`src/rtl/msr_pkg.sv`:
```
// Shared definitions for the multimode shift register: command encoding and
// the width of the command field.
package msr_pkg;

  localparam int unsigned MODE_W = 3;

  typedef enum logic [MODE_W-1:0] {
    MODE_HOLD  = 3'd0,
    MODE_SHL   = 3'd1,
    MODE_SHR   = 3'd2,
    MODE_ROTL  = 3'd3,
    MODE_ROTR  = 3'd4,
    MODE_LOAD  = 3'd5,
    MODE_CLEAR = 3'd6,
    MODE_RSVD  = 3'd7
  } cmd_mode_e;

endpackage : msr_pkg

```
`src/rtl/msr_occupancy.sv`:
```
// Occupancy tracker for the shift register word array.
// Ports:
//   clk, rst   - clock and synchronous active-high reset
//   shift_en   - an executing SHL/SHR: count increments, saturating at SIZE
//   load_en    - an executing LOAD: count jumps to SIZE
//   clear_en   - an executing CLEAR: count returns to zero
//   count      - registered number of valid words
//   full/empty - combinational decodes of count
module msr_occupancy #(
  parameter  int unsigned SIZE  = 3,
  localparam int unsigned CNT_W = $clog2(SIZE + 1)
) (
  input  logic             clk,
  input  logic             rst,
  input  logic             shift_en,
  input  logic             load_en,
  input  logic             clear_en,
  output logic [CNT_W-1:0] count,
  output logic             full,
  output logic             empty
);

  logic [CNT_W-1:0] count_nxt;

  // Next occupancy; the enables are mutually exclusive by construction.
  always_comb begin
    count_nxt = count;
    if (clear_en) begin
      count_nxt = '0;
    end else if (load_en) begin
      count_nxt = CNT_W'(SIZE);
    end else if (shift_en && !full) begin
      count_nxt = count + CNT_W'(1);
    end
  end

  always_ff @(posedge clk) begin
    if (rst) begin
      count <= '0;
    end else begin
      count <= count_nxt;
    end
  end

  assign full  = (count == CNT_W'(SIZE));
  assign empty = (count == '0);

endmodule : msr_occupancy

```
`src/rtl/multimode_shift_register.sv`:
```
// Word-wide shift register with shift, rotate, parallel load and clear.
// Ports:
//   clk, rst   - clock and synchronous active-high reset (overrides commands)
//   ce         - clock enable; low freezes all state
//   cmd_valid  - command presented this cycle
//   cmd_mode   - command code (see msr_pkg::cmd_mode_e)
//   data_in    - word entering on SHL (at word 0) or SHR (at word SIZE-1)
//   din        - parallel load image, word i at din[WIDTH*i +: WIDTH]
//   dout       - parallel view of the array, word i at dout[WIDTH*i +: WIDTH]
//   data_out   - last word expelled by a shift while full (registered)
//   out_valid  - one-cycle pulse qualifying data_out
//   count      - number of valid words held
//   full/empty - occupancy decodes of count
module multimode_shift_register
  import msr_pkg::*;
#(
  parameter  int unsigned WIDTH = 8,
  parameter  int unsigned SIZE  = 3,
  localparam int unsigned CNT_W = $clog2(SIZE + 1)
) (
  input  logic                  clk,
  input  logic                  rst,
  input  logic                  ce,
  input  logic                  cmd_valid,
  input  logic [MODE_W-1:0]     cmd_mode,
  input  logic [WIDTH-1:0]      data_in,
  input  logic [WIDTH*SIZE-1:0] din,
  output logic [WIDTH*SIZE-1:0] dout,
  output logic [WIDTH-1:0]      data_out,
  output logic                  out_valid,
  output logic [CNT_W-1:0]      count,
  output logic                  full,
  output logic                  empty
);

  cmd_mode_e        mode;
  logic             exec;
  logic             do_shl;
  logic             do_shr;
  logic             do_rotl;
  logic             do_rotr;
  logic             do_load;
  logic             do_clear;
  logic [WIDTH-1:0] expelled;

  logic [WIDTH-1:0] sr [SIZE];

  // Command decode, qualified by enable and valid.
  always_comb begin
    mode     = cmd_mode_e'(cmd_mode);
    exec     = ce && cmd_valid;
    do_shl   = exec && (mode == MODE_SHL);
    do_shr   = exec && (mode == MODE_SHR);
    do_rotl  = exec && (mode == MODE_ROTL);
    do_rotr  = exec && (mode == MODE_ROTR);
    do_load  = exec && (mode == MODE_LOAD);
    do_clear = exec && (mode == MODE_CLEAR);
  end

  // Word array: each word picks its neighbour (or an external source) per mode.
  for (genvar i = 0; i < int'(SIZE); i++) begin : g_word
    localparam int unsigned PREV = (i == 0) ? SIZE - 1 : i - 1;
    localparam int unsigned NEXT = (i == int'(SIZE) - 1) ? 0 : i + 1;

    logic [WIDTH-1:0] shl_src;
    logic [WIDTH-1:0] shr_src;

    if (i == 0) begin : g_shl_edge
      assign shl_src = data_in;
    end else begin : g_shl_mid
      assign shl_src = sr[PREV];
    end

    if (i == int'(SIZE) - 1) begin : g_shr_edge
      assign shr_src = data_in;
    end else begin : g_shr_mid
      assign shr_src = sr[NEXT];
    end

    always_ff @(posedge clk) begin
      if (rst) begin
        sr[i] <= '0;
      end else if (do_shl) begin
        sr[i] <= shl_src;
      end else if (do_shr) begin
        sr[i] <= shr_src;
      end else if (do_rotl) begin
        sr[i] <= sr[PREV];
      end else if (do_rotr) begin
        sr[i] <= sr[NEXT];
      end else if (do_load) begin
        sr[i] <= din[WIDTH*i +: WIDTH];
      end else if (do_clear) begin
        sr[i] <= '0;
      end
    end

    assign dout[WIDTH*i +: WIDTH] = sr[i];
  end

  // Word leaving the array on the current shift direction.
  always_comb begin
    expelled = do_shr ? sr[0] : sr[SIZE-1];
  end

  // Output stage: out_valid is refreshed every edge so it can only pulse.
  always_ff @(posedge clk) begin
    if (rst) begin
      data_out  <= '0;
      out_valid <= 1'b0;
    end else begin
      out_valid <= (do_shl || do_shr) && full;
      if ((do_shl || do_shr) && full) begin
        data_out <= expelled;
      end
    end
  end

  msr_occupancy #(
    .SIZE (SIZE)
  ) u_occupancy (
    .clk      (clk),
    .rst      (rst),
    .shift_en (do_shl || do_shr),
    .load_en  (do_load),
    .clear_en (do_clear),
    .count    (count),
    .full     (full),
    .empty    (empty)
  );

endmodule : multimode_shift_register

```
`config.mk`:
```
export PLATFORM = sky130hd
export DESIGN_NAME = multimode_shift_register
export DESIGN_NICKNAME = d
export VERILOG_FILES = /design/src/rtl/msr_pkg.sv /design/src/rtl/msr_occupancy.sv /design/src/rtl/multimode_shift_register.sv
export SDC_FILE = /design/constraint.sdc
export NUM_CORES = 1
export LEC_CHECK = 0
export CAP_MARGIN = 10
export CORE_MARGIN = 5
export CORE_UTILIZATION = 45
export CTS_CLUSTER_SIZE = 16
export DETAILED_ROUTE_END_ITERATION = 8
export GPL_ROUTABILITY_DRIVEN = 0
export GPL_TIMING_DRIVEN = 0
export PLACE_DENSITY = 0.81
export SETUP_SLACK_MARGIN = 0.1
export SLEW_MARGIN = 40
export SYNTH_ARGS = -nofsm -noshare
export SYNTH_HDL_FRONTEND = slang
export SYNTH_HIERARCHICAL = 1
export SYNTH_SLANG_ARGS = --single-unit
export TNS_END_PERCENT = 50
```
`constraint.sdc`:
```
create_clock -name clk -period 2.9 [get_ports clk]
set_clock_uncertainty 0.15 [all_clocks]
set_input_delay 0.725 -clock clk [delete_from_list [all_inputs] [get_ports clk]]
set_output_delay 0.725 -clock clk [all_outputs]
set_load 0.005 [all_outputs]
```
==> flow_metrics.py <==
metrics = {
    "power": {
        "p_switching_mw": 0.288,
        "p_per_area_nw_per_um2": 375,
        "ir_worst_vdd_v": 0.000227,
        "seq_power_share": 0.518,
        "intPower_mw": 0.837,
        "clock_power_share": 0.303,
        "combPwrFrac": 0.180,
        "leakagePower_nw": 1.15,
        "swShare": 0.256,
    },
    "global_routing": {
        "antenna_found_initial": 0,
        "grt_use_total": 0.198,
        "grt_pass1_vias": 1963,
        "grt_max_degree": 17,
        "overflow": 0,
        "grt_pass1_wl_um": 9540,
    },
    "clocking": {
        "numCtsBuffers": 5,
        "cts_setup_buffers": 0,
        "clk_path_buf_depth": 2,
        "cts_tree": "done",
        "cts_hold_buf": 0,
        "cts-root-buf": "clkbuf_8",
        "clkTransAtPathRegs_ps": 70,
        "cts-htree-levels": 2,
        "numClockSinks": 35,
        "clkLatencyLatePin_ps": 290,
    },
    "setup_path": {
        "worstPathCellList": "clkdlybuf4s50_1 > nand3_1 > or3_1 > clkbuf_1 > buf_2 > a211oi_1 > a211oi_1",
        "cp_max_fo": 10,
        "cpPeakStageDelay_ps": 550,
        "arrival_ps": 2590,
        "slowest_stage": "clkdlybuf4s50_1",
        "crit_family": "buffers and inverters",
        "cp.required_ps": 2770,
        "r2r_setup_slack_ps": 1040,
        "critPathBufInv": 3,
        "worst_setup_path_start_kind": "input pin",
        "crit_top_cell": "a211oi_1",
        "path_class": "in -> reg",
        "endpoint_kind": "flip-flop",
    },
    "final_layout": {
        "drive_gt1_frac": 0.0968,
        "fin_nets": 319,
        "antenna_cells": 0,
        "fin_area_sq_um": 3000,
        "area_growth_pct": 43.5,
    },
    "timing": {
        "drv_slew": 0,
        "max_slew_margin": 0.517,
        "fin_ws_ps": 181,
        "tightestPinTransition_ps": 719,
        "min_period_over_period": 0.938,
        "hold_viol": 0,
        "fin_crit_ps": 2720,
        "rsz0062_at_grt": "yes",
        "setup_viol": 0,
        "maxClockFrequency_ghz": 0.368,
        "setup_tns_ps": 0,
    },
    "synthesis": {
        "synth-edff-count": 24,
        "synth.area.mux_share": 0.0766,
        "ys_seq_area_frac": 0.450,
        "synth_cell_types": 39,
        "synth_area_sq_um": 2090,
        "ys.flop_type": "edfxtp_1",
        "netlist_instances": 197,
        "synth_xor_xnor_area_share": 0.00419,
        "synth_area_per_cell_sq_um": 10.6,
        "synth_top_family_by_area": "compound AO/OA/AOI/OAI gates",
        "yosysTopAreaCell": "edfxtp_1",
        "synth_top_area_share": 0.344,
        "yosysWarnings": 6,
        "synthAdderAreaFrac": 0.0120,
        "synth_nets": 238,
        "synth_compound_area_frac": 0.226,
        "ys_top_cells_by_area": "edfxtp_1 34%, dfxtp_1 11%, a211oi_1 8.6%, mux2i_1 7.7%, a22oi_1 5.4%",
        "synth_simple_gate_area_frac": 0.187,
        "async_flop_share": 0,
        "ys_ff_latch": 35,
    },
    "detailed_routing": {
        "routed_wl_um": 6130,
        "drc": 0,
        "vias_per_cell": 5.88,
        "firstDrtPassIters": 4,
        "drt_iter0_markers": 169,
        "final_antenna_net_count": 0,
        "avgRoutedWirePerCell_um": 18.5,
        "via_count": 1947,
    },
    "floorplanning": {
        "ioPinCount": 76,
        "initial_utilization": 0.471,
        "die_y_um": 78.2,
        "design.die.area_sq_um": 6110,
        "dieWidth_um": 78.2,
        "rows": 24,
        "fp.coreArea_sq_um": 4440,
    },
    "placed_design": {
        "pre_cts_slack_ps": -246,
        "dpl-instance-area_sq_um": 2910,
        "dp_hpwl_um": 4460,
        "numPortBuffers": 75,
    },
    "min_path": {
        "hold_path_class": "reg -> reg",
    },
    "status": {
        "status": "complete, no violations",
    },
    "run": {
        "max-cap-violations": 0,
    },
}
[stage by stage]
stage	power [mW]	utilization	instances	hold slack [ps]
2_1_floorplan	0.661	-	197	344
3_3_place_gp	0.790	0.654	324	343
3_5_place_dp	0.793	0.654	324	347
4_1_cts	1.12	0.673	332	356
5_1_grt	1.16	0.675	331	365
6_report	1.13	0.675	331	352
[worst paths after layout]
check,startpoint,to,depth (start not counted)
max,ce,sr[2][6]$_SDFFCE_PP0P_,7
min,data_out[6]$_SDFFE_PP0P_,data_out[6]$_SDFFE_PP0P_,2
max reg2reg,u_occupancy/count[0]$_SDFFE_PP0P_,data_out[4]$_SDFFE_PP0P_,6
min reg2reg,data_out[6]$_SDFFE_PP0P_,data_out[6]$_SDFFE_PP0P_,2
[power by group through the flow]
| stage | combinational, mW | sequential, mW | clock, mW |
|---|---|---|---|
| after floorplan | 0.0722 | 0.589 | 0 |
| after global placement | 0.197 | 0.593 | 0 |
| after detailed placement | 0.200 | 0.593 | 0 |
| after CTS | 0.201 | 0.582 | 0.335 |
| after global routing | 0.215 | 0.586 | 0.360 |
| final | 0.202 | 0.582 | 0.341 |
[worst min-delay path: cells and delay by family (launching register included)]
| kind | cells | cell delay, ps |
|---|---|---|
| flops | 1 | 310 |
| compound gates | 1 | 50 |
| simple gates | 1 | 90 |
[sequential cells by signal, indices dropped and copies added, names as in the netlist]
register and flops:
out_valid 1, data_out 8, sr 24, u_occupancy/count 2
[area by class of cell]
| type | count | area [sq um] |
|---|---|---|
| clock buffer | 6 | 72.6 |
| fill | 371 | 1440 |
| tap | 52 | 65.1 |
| multi-input combinational | 144 | 1070 |
| timing repair buffer | 75 | 751 |
| sequential | 35 | 941 |
| buffer | 14 | 80.1 |
| inverter | 3 | 11.3 |
| clock inverter | 2 | 7.51 |
[cell usage after synthesis, types with 2 or more instances]
master / count
o21ai_0: 2
edfxtp_1: 24
nand3_1: 10
nor2_1: 11
nor2b_1: 9
clkbuf_1: 7
ha_1: 2
a22oi_1: 15
mux2i_1: 16
inv_1: 3
nand2b_4: 2
buf_2: 4
a32oi_1: 9
dfxtp_1: 11
nor4_2: 2
nand2_2: 2
and3b_1: 2
or3_1: 2
a211oi_1: 24
a21o_1: 2
buf_6: 2
nand2_1: 19
[per-layer routing]
metal / wire length [um] / vias up / track usage
met1: 2600 / 893 / 0.259
met3: 598 / 10 / 0.0503
met2: 2880 / 107 / 0.325
met5: 0 / - / 0
li1: - / 937 / -
met4: 56 / 0 / 0.0542
[layout by cell type (no fill, tap or decap), types with 3 or more instances in the layout]
master	n
a211oi_1	24
a22oi_1	15
a32oi_1	9
buf_2	4
clkbuf_1	7
clkbuf_8	5
clkdlybuf4s50_1	75
dfxtp_1	11
edfxtp_1	24
inv_1	3
mux2i_1	16
nand2_1	19
nand3_1	10
nor2_1	11
nor2b_1	9
[kinds of logic after synthesis]
kind of cell / count (synthesis)
AOI/OAI and AO/OA: 58
xor gates and xnor gates: 1
adders and majority gates: 2
buffers and inverters: 18
DFF: 35
muxes: 16
and+or+nand+nor: 67
[repair_timing]
item                                    in CTS  in global routing
endpoints found under the setup margin      16                 11
resized for setup                            1                  3
pin swaps                                    0                  0
No activity file was read; power rests on OpenSTA's default activity.
